`src/rtl/wave_sequencer.sv`:
```
// Command-driven DDS sequencer: parses SPI command frames and drives an 8-bit DAC bus.
// Define WAVE_SEQUENCER_SINE_EN to add a quarter-wave sine ROM on shape 2'b11.

module wave_sequencer #(
  parameter int unsigned ACC_W     = 24,
  parameter logic [15:0] TW_RESET  = 16'h0100,
  parameter logic [7:0]  AMP_RESET = 8'hFF
) (
  input  logic       clk,
  input  logic       rst,
  input  logic [7:0] cmd_byte,
  input  logic       cmd_valid,
  input  logic       cmd_abort,
  output logic [7:0] dac_out,
  output logic       busy,
  output logic       cmd_err,
  output logic       manual
);

  typedef enum logic [2:0] {StIdle, StFreqHi, StFreqLo, StAmpD, StDirectD} state_e;

  state_e           state_q, state_d;
  logic [7:0]       stage_q, stage_d;
  logic [15:0]      tw_q, tw_d;
  logic [7:0]       amp_q, amp_d;
  logic [1:0]       shape_q, shape_d;
  logic             manual_q, manual_d;
  logic [7:0]       direct_q, direct_d;
  logic             err_d;
  logic             run;
  logic [ACC_W-1:0] acc_q, acc_d;
  logic [7:0]       dac_q, dac_d;
  logic [7:0]       phase;
  logic [7:0]       sample;
  logic [8:0]       amp_p1;
  logic [15:0]      prod;

  // Command parser: abort wins over a same-cycle byte and leaves configuration untouched.
  always_comb begin
    state_d  = state_q;
    stage_d  = stage_q;
    tw_d     = tw_q;
    amp_d    = amp_q;
    shape_d  = shape_q;
    manual_d = manual_q;
    direct_d = direct_q;
    err_d    = 1'b0;
    run      = 1'b0;
    if (cmd_abort) begin
      state_d = StIdle;
    end else if (cmd_valid) begin
      unique case (state_q)
        StIdle: begin
          case (cmd_byte[7:5])
            3'b001:         shape_d = cmd_byte[1:0];
            3'b010:         state_d = StFreqHi;
            3'b011:         state_d = StAmpD;
            3'b100:         state_d = StDirectD;
            3'b101: begin
              manual_d = 1'b0;
              run      = 1'b1;
            end
            3'b110, 3'b111: err_d = 1'b1;
            default: ;
          endcase
        end
        StFreqHi: begin
          stage_d = cmd_byte;
          state_d = StFreqLo;
        end
        StFreqLo: begin
          tw_d    = {stage_q, cmd_byte};
          state_d = StIdle;
        end
        StAmpD: begin
          amp_d   = cmd_byte;
          state_d = StIdle;
        end
        StDirectD: begin
          direct_d = cmd_byte;
          manual_d = 1'b1;
          state_d  = StIdle;
        end
        default: state_d = StIdle;
      endcase
    end
  end

  always_comb begin
    if (run) begin
      acc_d = '0;
    end else if (manual_q) begin
      acc_d = acc_q;
    end else begin
      acc_d = acc_q + ACC_W'(tw_q);
    end
  end

  assign phase = acc_q[ACC_W-1 -: 8];

`ifdef WAVE_SEQUENCER_SINE_EN
  // round(127 * sin(pi/2 * i/64)), i = 0..63
  localparam logic [6:0] SineRom [64] = '{
    0,   3,   6,   9,   12,  16,  19,  22,
    25,  28,  31,  34,  37,  40,  43,  46,
    49,  51,  54,  57,  60,  63,  65,  68,
    71,  73,  76,  78,  81,  83,  85,  88,
    90,  92,  94,  96,  98,  100, 102, 104,
    106, 107, 109, 111, 112, 113, 115, 116,
    117, 118, 120, 121, 122, 122, 123, 124,
    125, 125, 126, 126, 126, 127, 127, 127
  };

  logic [5:0] rom_addr;
  logic [7:0] rom_entry;
  logic [7:0] sine_sample;

  always_comb begin
    rom_addr    = phase[6] ? ~phase[5:0] : phase[5:0];
    rom_entry   = {1'b0, SineRom[rom_addr]};
    sine_sample = phase[7] ? (8'h80 - rom_entry) : (8'h80 + rom_entry);
  end
`endif

  always_comb begin
    case (shape_q)
      2'b01:   sample = phase[7] ? 8'hFF : 8'h00;
      2'b10:   sample = phase;
`ifdef WAVE_SEQUENCER_SINE_EN
      2'b11:   sample = sine_sample;
`else
      2'b11:   sample = 8'h00;
`endif
      default: sample = 8'h00;
    endcase
  end

  // amp + 1 makes amp=FF an exact pass-through and amp=00 collapse to zero.
  always_comb begin
    amp_p1 = {1'b0, amp_q} + 9'd1;
    prod   = {8'h00, sample} * {7'h00, amp_p1};
    dac_d  = manual_q ? direct_q : prod[15:8];
  end

  always_ff @(posedge clk or negedge rst) begin
    if (!rst) begin
      state_q  <= StIdle;
      stage_q  <= 8'h00;
      tw_q     <= TW_RESET;
      amp_q    <= AMP_RESET;
      shape_q  <= 2'b00;
      manual_q <= 1'b0;
      direct_q <= 8'h00;
      cmd_err  <= 1'b0;
      acc_q    <= '0;
      dac_q    <= 8'h00;
    end else begin
      state_q  <= state_d;
      stage_q  <= stage_d;
      tw_q     <= tw_d;
      amp_q    <= amp_d;
      shape_q  <= shape_d;
      manual_q <= manual_d;
      direct_q <= direct_d;
      cmd_err  <= err_d;
      acc_q    <= acc_d;
      dac_q    <= dac_d;
    end
  end

  assign dac_out = dac_q;
  assign busy    = (state_q != StIdle);
  assign manual  = manual_q;

endmodule

```
`config.mk`:
```
export PLATFORM = sky130hd
export DESIGN_NAME = wave_sequencer
export DESIGN_NICKNAME = d
export VERILOG_FILES = /design/src/rtl/wave_sequencer.sv
export SDC_FILE = /design/constraint.sdc
export NUM_CORES = 1
export LEC_CHECK = 0
export BUFFER_PORTS_ARGS = -buffer_cell sky130_fd_sc_hd__buf_2
export CORE_ASPECT_RATIO = 0.5
export CORE_MARGIN = 5
export CORE_UTILIZATION = 50
export DETAILED_ROUTE_END_ITERATION = 8
export PLACE_DENSITY = 0.67
export SLEW_MARGIN = 30
export SYNTH_ARGS = -nofsm -noshare
export SYNTH_HDL_FRONTEND = slang
export SYNTH_SLANG_ARGS = --single-unit
```
`constraint.sdc`:
```
create_clock -name clk -period 6.6 [get_ports clk]
set_input_delay 0 -clock clk [delete_from_list [all_inputs] [get_ports clk]]
set_output_delay 0 -clock clk [all_outputs]
set_load 0.02 [all_outputs]
```
Word level (Yosys, flattened, before mapping) --
Index checks and enable logic that the tools add are counted.
Word-level totals: output and inout bits 11, register bits after elaboration 79, bits of input ports 12, word-level logic and storage cells 61
Operators by class: add/subtract/negate cells 2, equal/unequal tests 16, bitwise logic cells 1, mux-type cells 19, multipliers 1, reductions and logical operators 12
Operators with widths (number):
- two-way mux 24 bit | 2
- adder 24 x 16 -> 24 bit | 1
- multiplier 8 x 9 -> 16 bit | 1
- two-way mux 8 bit | 2
- one-hot mux 8 bit (2 select lines) | 1
- equality test 3 bit, second input constant | 5
- equality test 3 x 2 -> 1 bit, second input constant | 4
- AND reduction 3 bit | 4
- adder 8 x 1 -> 9 bit, second input constant | 1
- two-way mux 1 bit | 9
- one-hot mux 3 bit (3 select lines) | 1
- AND reduction 4 bit | 2
- equality test 3 x 1 -> 1 bit, second input constant | 2
- two-way mux 3 bit | 2
- one-hot mux 3 bit (2 select lines) | 1
- != test 5 x 2 -> 1 bit, second input constant | 1
- != test 2 x 1 -> 1 bit, second input constant | 2
- nonzero test 2 bit | 2
- logical NOT 3 bit | 1
- nonzero test 3 bit | 1
- equality test 2 x 1 -> 1 bit, second input constant | 1
- equality test 2 bit, second input constant | 1
- one-hot mux 1 bit (2 select lines) | 1
- AND reduction 2 bit | 1
- other kinds (2) | 2

Longest topological paths before layout --
Gate-level depths: netlist of run 1.
depth after elaboration 6, mapped depth 22, depth with buffers taken out 21

Worst setup path after synthesis of run 1 --
OpenSTA, ideal clock, no wires.
kind reg-to-reg, from reg amp_q[0], to reg dac_q[7], in the netlist dac_out[7], path buffers 1, clock period less this slack 5.303 ns, path slack 1.297 ns, stages on the path, launching flop included 20, data arrival time 5.183 ns, required time 6.480 ns, path through dfstp_2 > buf_2 > nand2_1 > nor2_1 > nand3_1 > xor2_1 > nor2_1 > fa_1 > fa_1 > fa_1 > inv_1 > fa_1 > inv_1 > ha_1 > a21o_1 > a21o_1 > a21oi_1 > a31oi_1 > or4_1 > o211a_1
Between the ends: cells in the longest elaborated chain, start to end 3
RTL lines:
- start: declaration | line 25 | logic [7:0] amp_q, amp_d;
- start signal: assignment | line 161 | amp_q <= amp_d;
- adder 8 x 1 -> 9 bit | line 140 | amp_p1 = {1'b0, amp_q} + 9'd1;
- multiplier 8 x 9 -> 16 bit | line 141 | prod = {8'h00, sample} * {7'h00, amp_p1};
- two-way mux 8 bit | line 142 | dac_d = manual_q ? direct_q : prod[15:8];
- named net dac_d[7] | line 32 | logic [7:0] dac_q, dac_d;
- end signal: assignment | line 156 | dac_q <= 8'h00;
- end signal: assignment | line 167 | dac_q <= dac_d;
- end: declaration | line 32
The timed path passes the listed nets, and every way through them passes these cells. A chain may end at the register's enable or synchronous reset.

Final worst setup path of run 1 --
Ends and elaborated chain as after synthesis.

==> results of run 1 <==
## through the flow
stage,power [W],hold WS [ns],worst slack [ns],std cells
floorplan,0.001170,-0.2956,1.297,629
global placement,0.001302,0.2232,1.027,800
detailed placement,0.001320,0.08667,0.9208,800
CTS,0.001782,0.004966,0.9071,822
global route,0.001909,0.01727,0.5180,822
finish,0.001766,0.01904,0.9155,822
## layer usage
layer,track usage (%),up-vias
met3,3.922,5
li1,-,2181
met1,25.99,2205
met5,0,-
met2,32.29,61
met4,3.518,0
## critical path, cell delays in order (launching register included)
cell,delay [ns]
dfstp_2,0.63
ha_1,0.21
nand3_1,0.11
nor2_1,0.22
xnor2_1,0.34
nor2_1,0.15
fa_1,0.57
fa_1,0.43
fa_1,0.54
inv_1,0.05
fa_1,0.52
inv_1,0.04
ha_1,0.33
a21o_1,0.21
a21o_1,0.18
a21oi_1,0.26
a31oi_1,0.15
or4_1,0.48
o211a_1,0.13
## logic make-up after synthesis
family,after synthesis
buf+inv,77
simple gates,210
fa+ha+maj,92
flops,79
xor+xnor,24
compound gates,105
mux,42
## cell usage after synthesis (9+ instances only)
cell,count,share of area (%)
a21oi_1,31,2.5
clkbuf_1,12,0.74
dfrtp_1,70,29
dfstp_2,9,3.9
fa_1,41,13
ha_1,51,10
inv_1,58,3.6
mux2_2,38,7.0
nand2_1,63,3.9
nor2_1,79,4.9
nor3_1,9,0.74
o21ai_0,28,2.3
or2_2,14,1.4
xnor2_1,16,2.3
## path summary, 6_finish.rpt
check,from,endpoint,depth (start not counted)
max in group asynchronous,rst,dac_out[5]$_DFF_PN0_,2
worst min register to register,direct_q[3]$_DFFE_PN0P_,dac_out[3]$_DFF_PN0_,2
min in group asynchronous,rst,stage_q[1]$_DFFE_PN0P_,2
worst max-delay path,amp_q[0]$_DFFE_PN1P_,dac_out[7]$_DFF_PN0_,18
worst max register to register,amp_q[0]$_DFFE_PN1P_,dac_out[7]$_DFF_PN0_,18
worst min-delay path,cmd_byte[0],shape_q[0]$_DFFE_PN0P_,3
## power groups by stage
| stage | sequential, W | combinational, W | clock, W |
|---|---|---|---|
| 2_1_floorplan | 0.000677 | 0.000493 | 0 |
| 3_3_place_gp | 0.000688 | 0.000614 | 0 |
| 3_5_place_dp | 0.000693 | 0.000627 | 0 |
| 4_1_cts | 0.000685 | 0.000638 | 0.000458 |
| 5_1_grt | 0.000702 | 0.000728 | 0.000479 |
| 6_report | 0.000685 | 0.000635 | 0.000446 |
## state kept, by name, indices dropped and copies added (netlist names)
signal / count
shape_q: 2
state_q: 3
amp_q: 8
stage_q: 8
acc_q: 24
direct_q: 8
cmd_err: 1
tw_q: 16
manual: 1
dac_out: 8
## repair_timing
action	in CTS	in global routing
setup buffers	0	0
hold buffers	7	0
endpoints found under the hold margin	84	0
## cell type report
class                           instances  area, um2
Clock buffer                           11      242.7
Clock inverter                          4      22.52
Fill cell                            1063       5177
Inverter                               59      221.5
Multi-Input combinational cell        473       3816
Sequential cell                        79       1988
Tap cell                              165      206.4
Timing Repair Buffer                   31      201.4
==> metrics.cfg, run 1 <==
[setup_path]
endpoint_kind=register
arrival_ns=5.90
r2r_setup_slack_ns=0.92
worstSetupPathType=register to register
path_max_fanout=11
cp-start-kind=register
critPathRequiredTime_ns=6.82

[cts]
clk_path_buf_depth=2
insertion_delay_ns=0.33
htreeDepth=3
path_clk_slew_ns=0.06
cts_buffers=9
cts_tree=built
cts_resized=0
clock-root-buffer=clkbuf_16
cts_num_sinks=79

[yosys]
synth_seq_cells=79
syn_area_per_cell_um2=9.685
async_flop_share_pct=100.0
synthAdderAreaFrac_pct=23.95
synth_edf_count=0
muxShareOfSynthArea_pct=7.681
synth_compound_area_share_pct=11.19
synthCells=629
syn_area_um2=6092
synth_cell_types=57
syn_nets=733
synth_xor_area_share_pct=3.450
yosys_warnings=0
synth-simple-area-share_pct=16.25
synth_ff_type=dfrtp_1
synth_top_family_by_area=adder cells
seq_area_frac_synth_pct=32.64

[floorplan]
start_util_pct=51.30
rows=28
die_y_um=88.05
ios=23
die_w_um=166.1
coreArea_um2=11880
die_area_um2=14630

[placement]
place_congestion=0.9475
place_area_um2=6359
hpwl_um=9306
io_buffer_count=22

[pwr]
peakVddDrop_mv=0.1384
p_seq_share_pct=38.8
switching_share_pct=36.19
p_int_w=0.001127
p_comb_share_pct=36.0
power_frac_clock_pct=25.3
p_leak_nw=3.250
power_density_nw_per_um2=263.6
switching_power_w=0.0006390

[timing]
slew_headroom_pct=50.50
finalSetupTns_ns=0
worstMarginPinSlew_ns=0.7372
setup_violations=0
hold_viol_final=0
rsz0062_at_grt=false
drv_slew=0
period_share_pct=86.13
finalCriticalPeriod_ns=5.684
fmax_mhz=175.9
skew_ns=0.004025

[finish]
syn2layout_area_growth_pct=9.961
antennaDiodeCount=0
post-route-util_pct=56.41
fin_area_um2=6699
layout_commonest_cell=nor2_1
drive_above_1_share_pct=17.81
fin_nets=757
layout_common_cells=nor2_1, dfrtp_1, nand2_1

[global_routing]
grt_pass1_vias=4576
track_usage_pct=19.02
antenna_found_initial=0
grt_max_degree=80
grt_pass1_wl_um=22340
grt.overflow.total=0

[detailed_routing]
initialDrtViolationCount=220
first_pass_iters=4
antenna_left=0
wl_per_cell_um=15.29
wl_um=12570
routed.top_layer=met4
wl_met1_um=6163
drc=0
avgViaCountPerCell=5.416
met3WireLength_um=443
wl_met2_um=5904
via_count=4452

[hold_path]
hold_path.class=primary input to register

[outcome]
run_status=finished clean

[run]
drv_cap=0

No activity file was read; power rests on OpenSTA's default activity.
==> run 2, diff against run 1 <==
--- a/config.mk
+++ b/config.mk
@@ -10,7 +10,7 @@
 export CORE_MARGIN = 5
 export CORE_UTILIZATION = 50
 export DETAILED_ROUTE_END_ITERATION = 8
-export PLACE_DENSITY = 0.67
+export PLACE_DENSITY = 0.68
 export SLEW_MARGIN = 30
 export SYNTH_ARGS = -nofsm -noshare
 export SYNTH_HDL_FRONTEND = slang
==> run 2 against run 1 <==
Net effect:
- sequential power is essentially flat
- critical path depth fell by 1
- register-to-register slack got worse by 0.02 ns
- design area is 0.52% higher
- clock skew is 0.0021 ns higher
- sequential share of layout area decreased by 0.15 points
- worst hold slack got worse by 0.010 ns
- largest power group unchanged
==> metrics.cfg, run 2 (synthesis results as in run 1) <==
[setup_path]
cp_common_cell=fa_1
worstSetupPathType=register to register
arrival_ns=5.92  ; +0.02 ns
slowest_stage=dfstp_2
path_max_fanout=11  ; unchanged
worstPathCellList=ha_1 -> nand3_1 -> xor2_1 -> nor2_1 -> fa_1 -> fa_1 -> fa_1 -> inv_1 -> fa_1 -> inv_1 -> ha_1 -> a21o_1 -> a21o_1 -> a21oi_1 -> a31oi_1 -> or4_1 -> o211a_1
endpoint_kind=register
critPathRequiredTime_ns=6.82  ; about the same
max_stage_delay_ns=0.63  ; about the same
cp-start-kind=register

[detailed_routing]
wl_per_cell_um=15.45  ; +1.0%
via_count=4395  ; -1.3%
initialDrtViolationCount=218  ; -0.91%
drc=0  ; unchanged
first_pass_iters=4  ; unchanged
wl_um=12720  ; +1.2%
antenna_left=0  ; unchanged
avgViaCountPerCell=5.340  ; -1.4%

[finish]
multi_input_area_um2=3816  ; unchanged
antennaDiodeCount=0  ; unchanged
regArea_um2=1988  ; unchanged
layout_commonest_cell=nor2_1
final_cells=823  ; +0.12%
drive_above_1_share_pct=17.93  ; +0.12 points
largest_register_ffs=24  ; unchanged
regMostFlops=acc_q
layout_common_cells=nor2_1, dfrtp_1, nand2_1
syn2layout_area_growth_pct=10.54
reg_top3=acc_q (24), tw_q (16)
fin_nets=757  ; unchanged
fillers=1052  ; -1.0%

[timing]
rsz0062_at_grt=false
fmax_mhz=175.3  ; -0.35%
skew_ns=0.006155  ; +0.002130 ns
slew_headroom_pct=51.27  ; +0.77 points
drv_slew=0  ; unchanged
finalSetupTns_ns=0  ; unchanged
worst_slack_ns=0.8954  ; -0.02006 ns
hold_viol_final=0  ; unchanged
setup_violations=0  ; unchanged
finalCriticalPeriod_ns=5.705  ; +0.02006 ns
worstMarginPinSlew_ns=0.7257  ; -0.01152 ns
period_share_pct=86.43  ; +0.30 points

[global_routing]
grt_pass1_vias=4481  ; -2.1%
grtUsageMet1_pct=25.48  ; -0.51 points
use_met3_pct=2.750  ; -1.2 points
grt.overflow.total=0  ; unchanged
track_usage_pct=18.38  ; -0.64 points
grt_max_degree=80  ; unchanged
antenna_found_initial=0  ; unchanged
grt_busiest_layer=met2
met2_usage_pct=31.14  ; -1.1 points
grt_pass1_wl_um=21740  ; -2.7%

[cts]
cts_num_sinks=79  ; unchanged
cts_buffers=9  ; unchanged
htreeDepth=3  ; unchanged
clock-root-buffer=clkbuf_16
cts_setup_buffers=0  ; unchanged
clk_path_buf_depth=2  ; unchanged
path_clk_slew_ns=0.06  ; about the same
insertion_delay_ns=0.33  ; about the same
cts_tree=built
cts_resized=0  ; unchanged

[floorplan]
ios=23  ; unchanged
coreArea_um2=11880  ; unchanged
rows=28  ; unchanged
die_y_um=88.05  ; unchanged
die_w_um=166.1  ; unchanged
die_area_um2=14630  ; unchanged
start_util_pct=51.30  ; unchanged

[placement]
dpl_worst_slack_ns=0.9029  ; -0.01788 ns
place_congestion=0.9056  ; -4.4%
hpwl_um=9548  ; +2.6%
io_buffer_count=22  ; unchanged
dp_cells=800  ; unchanged

[pwr]
p_leak_nw=3.257  ; +0.20%
peakVddDrop_mv=0.1481  ; +7.0%
power_density_nw_per_um2=269.5  ; +2.3%

[run]
drv_cap=0  ; unchanged

[hold_path]
hold_path.class=primary input to register

[outcome]
run_status=finished clean

run 2: changes by cell type in the layout (fill, tap and decap cells not counted):
| cell | delta |
|---|---|
| clkinv_2 | -2 |
| clkinvlp_4 | +2 |
| bufinv_16 | +1 |
run 2: power breakdown:
group / internal [W] / switching [W]
Sequential: 0.000605 / 0.0000817
Clock: 0.000302 / 0.000192
Combinational: 0.000261 / 0.000373
Total: 0.00117 / 0.000647
run 2: layout make-up:
type	count	share of cell area, %
clock inverter	5	0.8547
multi-input combinational	473	56.67
timing repair buffer	31	2.991
sequential	79	29.52
inverter	59	3.289
clock buffer	11	3.605
tap	165	3.066
run 2: critical path: cells and delay by family (launching register included):
family	cells	cell delay [ns]
DFF	1	0.63
AOI/OAI and AO/OA	5	0.95
xor gates and xnor gates	1	0.54
adders and majority gates	6	2.65
buffers and inverters	2	0.09
and+or+nand+nor	3	0.72
run 2: worst paths after layout:
path | start | end | slack [ns] | cells after the start
worst max-delay path | amp_q[0]$_DFFE_PN1P_ | dac_out[7]$_DFF_PN0_ | 0.90 | 17
worst min-delay path | cmd_byte[0] | shape_q[0]$_DFFE_PN0P_ | 0.009 | 3
worst max register to register | amp_q[0]$_DFFE_PN1P_ | dac_out[7]$_DFF_PN0_ | 0.90 | 17
worst min register to register | stage_q[7]$_DFFE_PN0P_ | tw_q[15]$_DFFE_PN0P_ | 0.49 | 1
max in group asynchronous | rst | acc_q[22]$_DFFE_PN0P_ | 5.86 | 2
min in group asynchronous | rst | tw_q[9]$_DFFE_PN0P_ | 0.26 | 2
run 2: routing by layer:
metal | up-vias | wire length [um]
met5 | - | 0
met4 | 0 | 118
met3 | 12 | 576
met2 | 77 | 5941
met1 | 2132 | 6078
li1 | 2174 | -
run 2: through the flow:
stage               power, W  hold WS, ns  cell area [um2]  utilization, %
floorplan           0.001170      -0.2956             6092               -
global placement    0.001303       0.2213             6355           53.51
detailed placement  0.001324       0.2260             6355           53.51
CTS                 0.001831     0.009679             6725           56.63
global route        0.001945      0.02258             6734           56.70
finish              0.001815     0.008888             6734           56.70
run 2: what timing repair did:
item | 4_1_cts | 5_1_grt
hold buffers | 7 | 0
hold endpoints to repair | 83 | 0
endpoints found under the setup margin | 0 | 0
==> run 3, diff against run 2 <==
--- a/config.mk
+++ b/config.mk
@@ -6,11 +6,13 @@
 export NUM_CORES = 1
 export LEC_CHECK = 0
 export BUFFER_PORTS_ARGS = -buffer_cell sky130_fd_sc_hd__buf_2
+export CELL_PAD_IN_SITES_DETAIL_PLACEMENT = 1
+export CELL_PAD_IN_SITES_GLOBAL_PLACEMENT = 2
 export CORE_ASPECT_RATIO = 0.5
 export CORE_MARGIN = 5
-export CORE_UTILIZATION = 50
+export CORE_UTILIZATION = 41
 export DETAILED_ROUTE_END_ITERATION = 8
-export PLACE_DENSITY = 0.68
+export PLACE_DENSITY = 0.82
 export SLEW_MARGIN = 30
 export SYNTH_ARGS = -nofsm -noshare
 export SYNTH_HDL_FRONTEND = slang
==> run 3 against run 2 <==
Net effect:
- final cell count increased by 4.1%
- utilization decreased by 10 points
- total power increased by 1.3%
- critical path depth unchanged
- clock skew increased by 0.0019 ns
- critical path type unchanged
==> metrics.cfg, run 3 (synthesis results as in run 1) <==
[cts]
cts_resized=0  ; unchanged
cts_tree=built
cts_buffers=9  ; unchanged
clk_path_buf_depth=2  ; unchanged
cts_num_sinks=79  ; unchanged
htreeDepth=3  ; unchanged
ctsHoldBuffers=8  ; +1
path_clk_slew_ns=0.06  ; about the same
insertion_delay_ns=0.34  ; about the same
cts_setup_buffers=0  ; unchanged
clock-root-buffer=clkbuf_16

[detailed_routing]
wl_per_cell_um=17.83  ; +15%
initialDrtViolationCount=210  ; -3.7%
via_count=4570  ; +4.0%
drc=0  ; unchanged
first_pass_iters=5  ; +1
avgViaCountPerCell=5.333  ; -0.14%
wl_um=15280  ; +20%
antenna_left=0  ; unchanged

[timing]
finalSetupTns_ns=0  ; unchanged
slew_headroom_pct=37.95  ; -13 points
fin_hold_ws_ns=0.02539  ; +0.01650 ns
setup_violations=0  ; unchanged
drv_slew=0  ; unchanged
rsz0062_at_grt=false
worstMarginPinSlew_ns=0.9255  ; +0.1998 ns
hold_viol_final=0  ; unchanged
skew_ns=0.008049  ; +0.001894 ns
period_share_pct=88.48  ; +2.1 points
finalCriticalPeriod_ns=5.840  ; +0.1354 ns
fmax_mhz=171.2  ; -2.3%

[setup_path]
worstPathCellList=ha_1 -> nand3_1 -> xor2_1 -> nor2_1 -> fa_1 -> fa_1 -> fa_1 -> inv_1 -> fa_1 -> inv_1 -> ha_1 -> a21o_1 -> a21o_1 -> a21oi_1 -> a31oi_1 -> or4_1 -> o211a_1
arrival_ns=6.06  ; +0.14 ns
critPathRequiredTime_ns=6.82  ; about the same
max_stage_delay_ns=0.65  ; +0.02 ns
slowest_stage=dfstp_2
cp-start-kind=register
endpoint_kind=register
r2r_cells=17  ; unchanged
path_max_fanout=11  ; unchanged
worstSetupPathType=register to register
cp_common_cell=fa_1

[floorplan]
rows=31  ; +11%
start_util_pct=42.00  ; -9.3 points
die_y_um=96.20  ; +9.3%
ios=23  ; unchanged
coreArea_um2=14510  ; +22%
die_w_um=182.4  ; +9.8%
die_area_um2=17540  ; +20%

[placement]
dp_cells=833  ; +4.1%
io_buffer_count=22  ; unchanged
place_congestion=0.8122  ; -10%
place_area_um2=6400  ; +0.71%
hpwl_um=11380  ; +19%

[finish]
multi_input_area_um2=3811  ; -0.13%
layout_common_cells=nor2_1, dfrtp_1, nand2_1
reg_top3=acc_q (24), tw_q (16)
fin_area_um2=6770  ; +0.54%
fillers=1705  ; +62%
drive_above_1_share_pct=17.75  ; -0.18 points
regArea_um2=1988  ; unchanged
largest_register_ffs=24  ; unchanged
syn2layout_area_growth_pct=11.13
antennaDiodeCount=0  ; unchanged
final_cells=857  ; +4.1%
fin_nets=758  ; +0.13%
regMostFlops=acc_q
layout_commonest_cell=nor2_1

[global_routing]
grt_pass1_wl_um=26470  ; +22%
grt_max_degree=80  ; unchanged
track_usage_pct=18.92  ; +0.54 points
antenna_found_initial=0  ; unchanged
grt_pass1_vias=5047  ; +13%
grt.overflow.total=0  ; unchanged

[pwr]
p_int_w=0.001159  ; -0.76%
power_density_nw_per_um2=271.5  ; +0.74%
power_frac_clock_pct=26.6  ; -0.6 points
switching_share_pct=36.94  ; +1.3 points
peakVddDrop_mv=0.1498  ; +1.2%
p_seq_share_pct=37.6  ; -0.2 points
switching_power_w=0.0006791  ; +5.0%
p_comb_share_pct=35.8  ; +0.9 points
fin_total_pwr_w=0.001838  ; +1.3%
p_leak_nw=3.265  ; +0.26%

[run]
drv_cap=0  ; unchanged

[outcome]
run_status=finished clean

[hold_path]
min_path_cells=3  ; unchanged
hold_path.class=primary input to register

## run 3: cell types whose count changed in the layout (fill, tap and decap cells not counted), sizes merged
| cell | delta |
|---|---|
| clkbuf | -1 |
| clkinv | +3 |
| dlygate4sd3 | +1 |
| clkinvlp | -2 |
## run 3: metrics by stage
step | util (%) | worst slack [ns]
5_1_grt | 46.67 | 0.4323
4_1_cts | 46.67 | 0.7686
3_3_place_gp | 44.09 | 0.9268
6_report | 46.67 | 0.7601
2_1_floorplan | - | 1.297
3_5_place_dp | 44.12 | 0.7675
## run 3: area by class of cell
class                   instances  area share [%]
clock buffers                  10           3.382
clock inverters                 6          0.9056
inverters                      59           3.271
multi-input cells             473           56.29
flip-flops and latches         79           29.37
well taps                     198           3.659
repair buffers                 32           3.123
## run 3: worst max-delay path: cells and delay by family, from the launching register on
family | cells | cell delay (ns)
compound gates | 5 | 0.93
xor+xnor | 1 | 0.60
fa+ha+maj | 6 | 2.71
buf+inv | 2 | 0.11
flops | 1 | 0.65
simple gates | 3 | 0.73
## run 3: routing by layer
layer	track usage, %	up-vias	wire, um	share of wire (%)
met1	25.39	2349	7426	49
met3	2.869	10	203	1.3
met2	33.49	29	7524	49
met5	0	-	0	0
li1	-	2182	-	-
met4	3.059	0	127	0.83
## run 3: power groups by stage
stage / logic [W] / registers (W) / clock network (W)
3_5_place_dp: 0.000656 / 0.000698 / 0
2_1_floorplan: 0.000493 / 0.000677 / 0
5_1_grt: 0.000758 / 0.000711 / 0.000520
6_report: 0.000658 / 0.000692 / 0.000488
4_1_cts: 0.000666 / 0.000693 / 0.000502
3_3_place_gp: 0.000634 / 0.000692 / 0
## run 3: path summary, 6_finish.rpt
check | from | to | slack (ns)
setup / recovery | amp_q[0]$_DFFE_PN1P_ | dac_out[7]$_DFF_PN0_ | 0.76
hold / removal | cmd_byte[0] | shape_q[0]$_DFFE_PN0P_ | 0.03
setup reg to reg | amp_q[0]$_DFFE_PN1P_ | dac_out[7]$_DFF_PN0_ | 0.76
hold reg to reg | direct_q[1]$_DFFE_PN0P_ | dac_out[1]$_DFF_PN0_ | 0.49
max in group asynchronous | rst | dac_out[7]$_DFF_PN0_ | 5.82
min in group asynchronous | rst | tw_q[1]$_DFFE_PN0P_ | 0.26
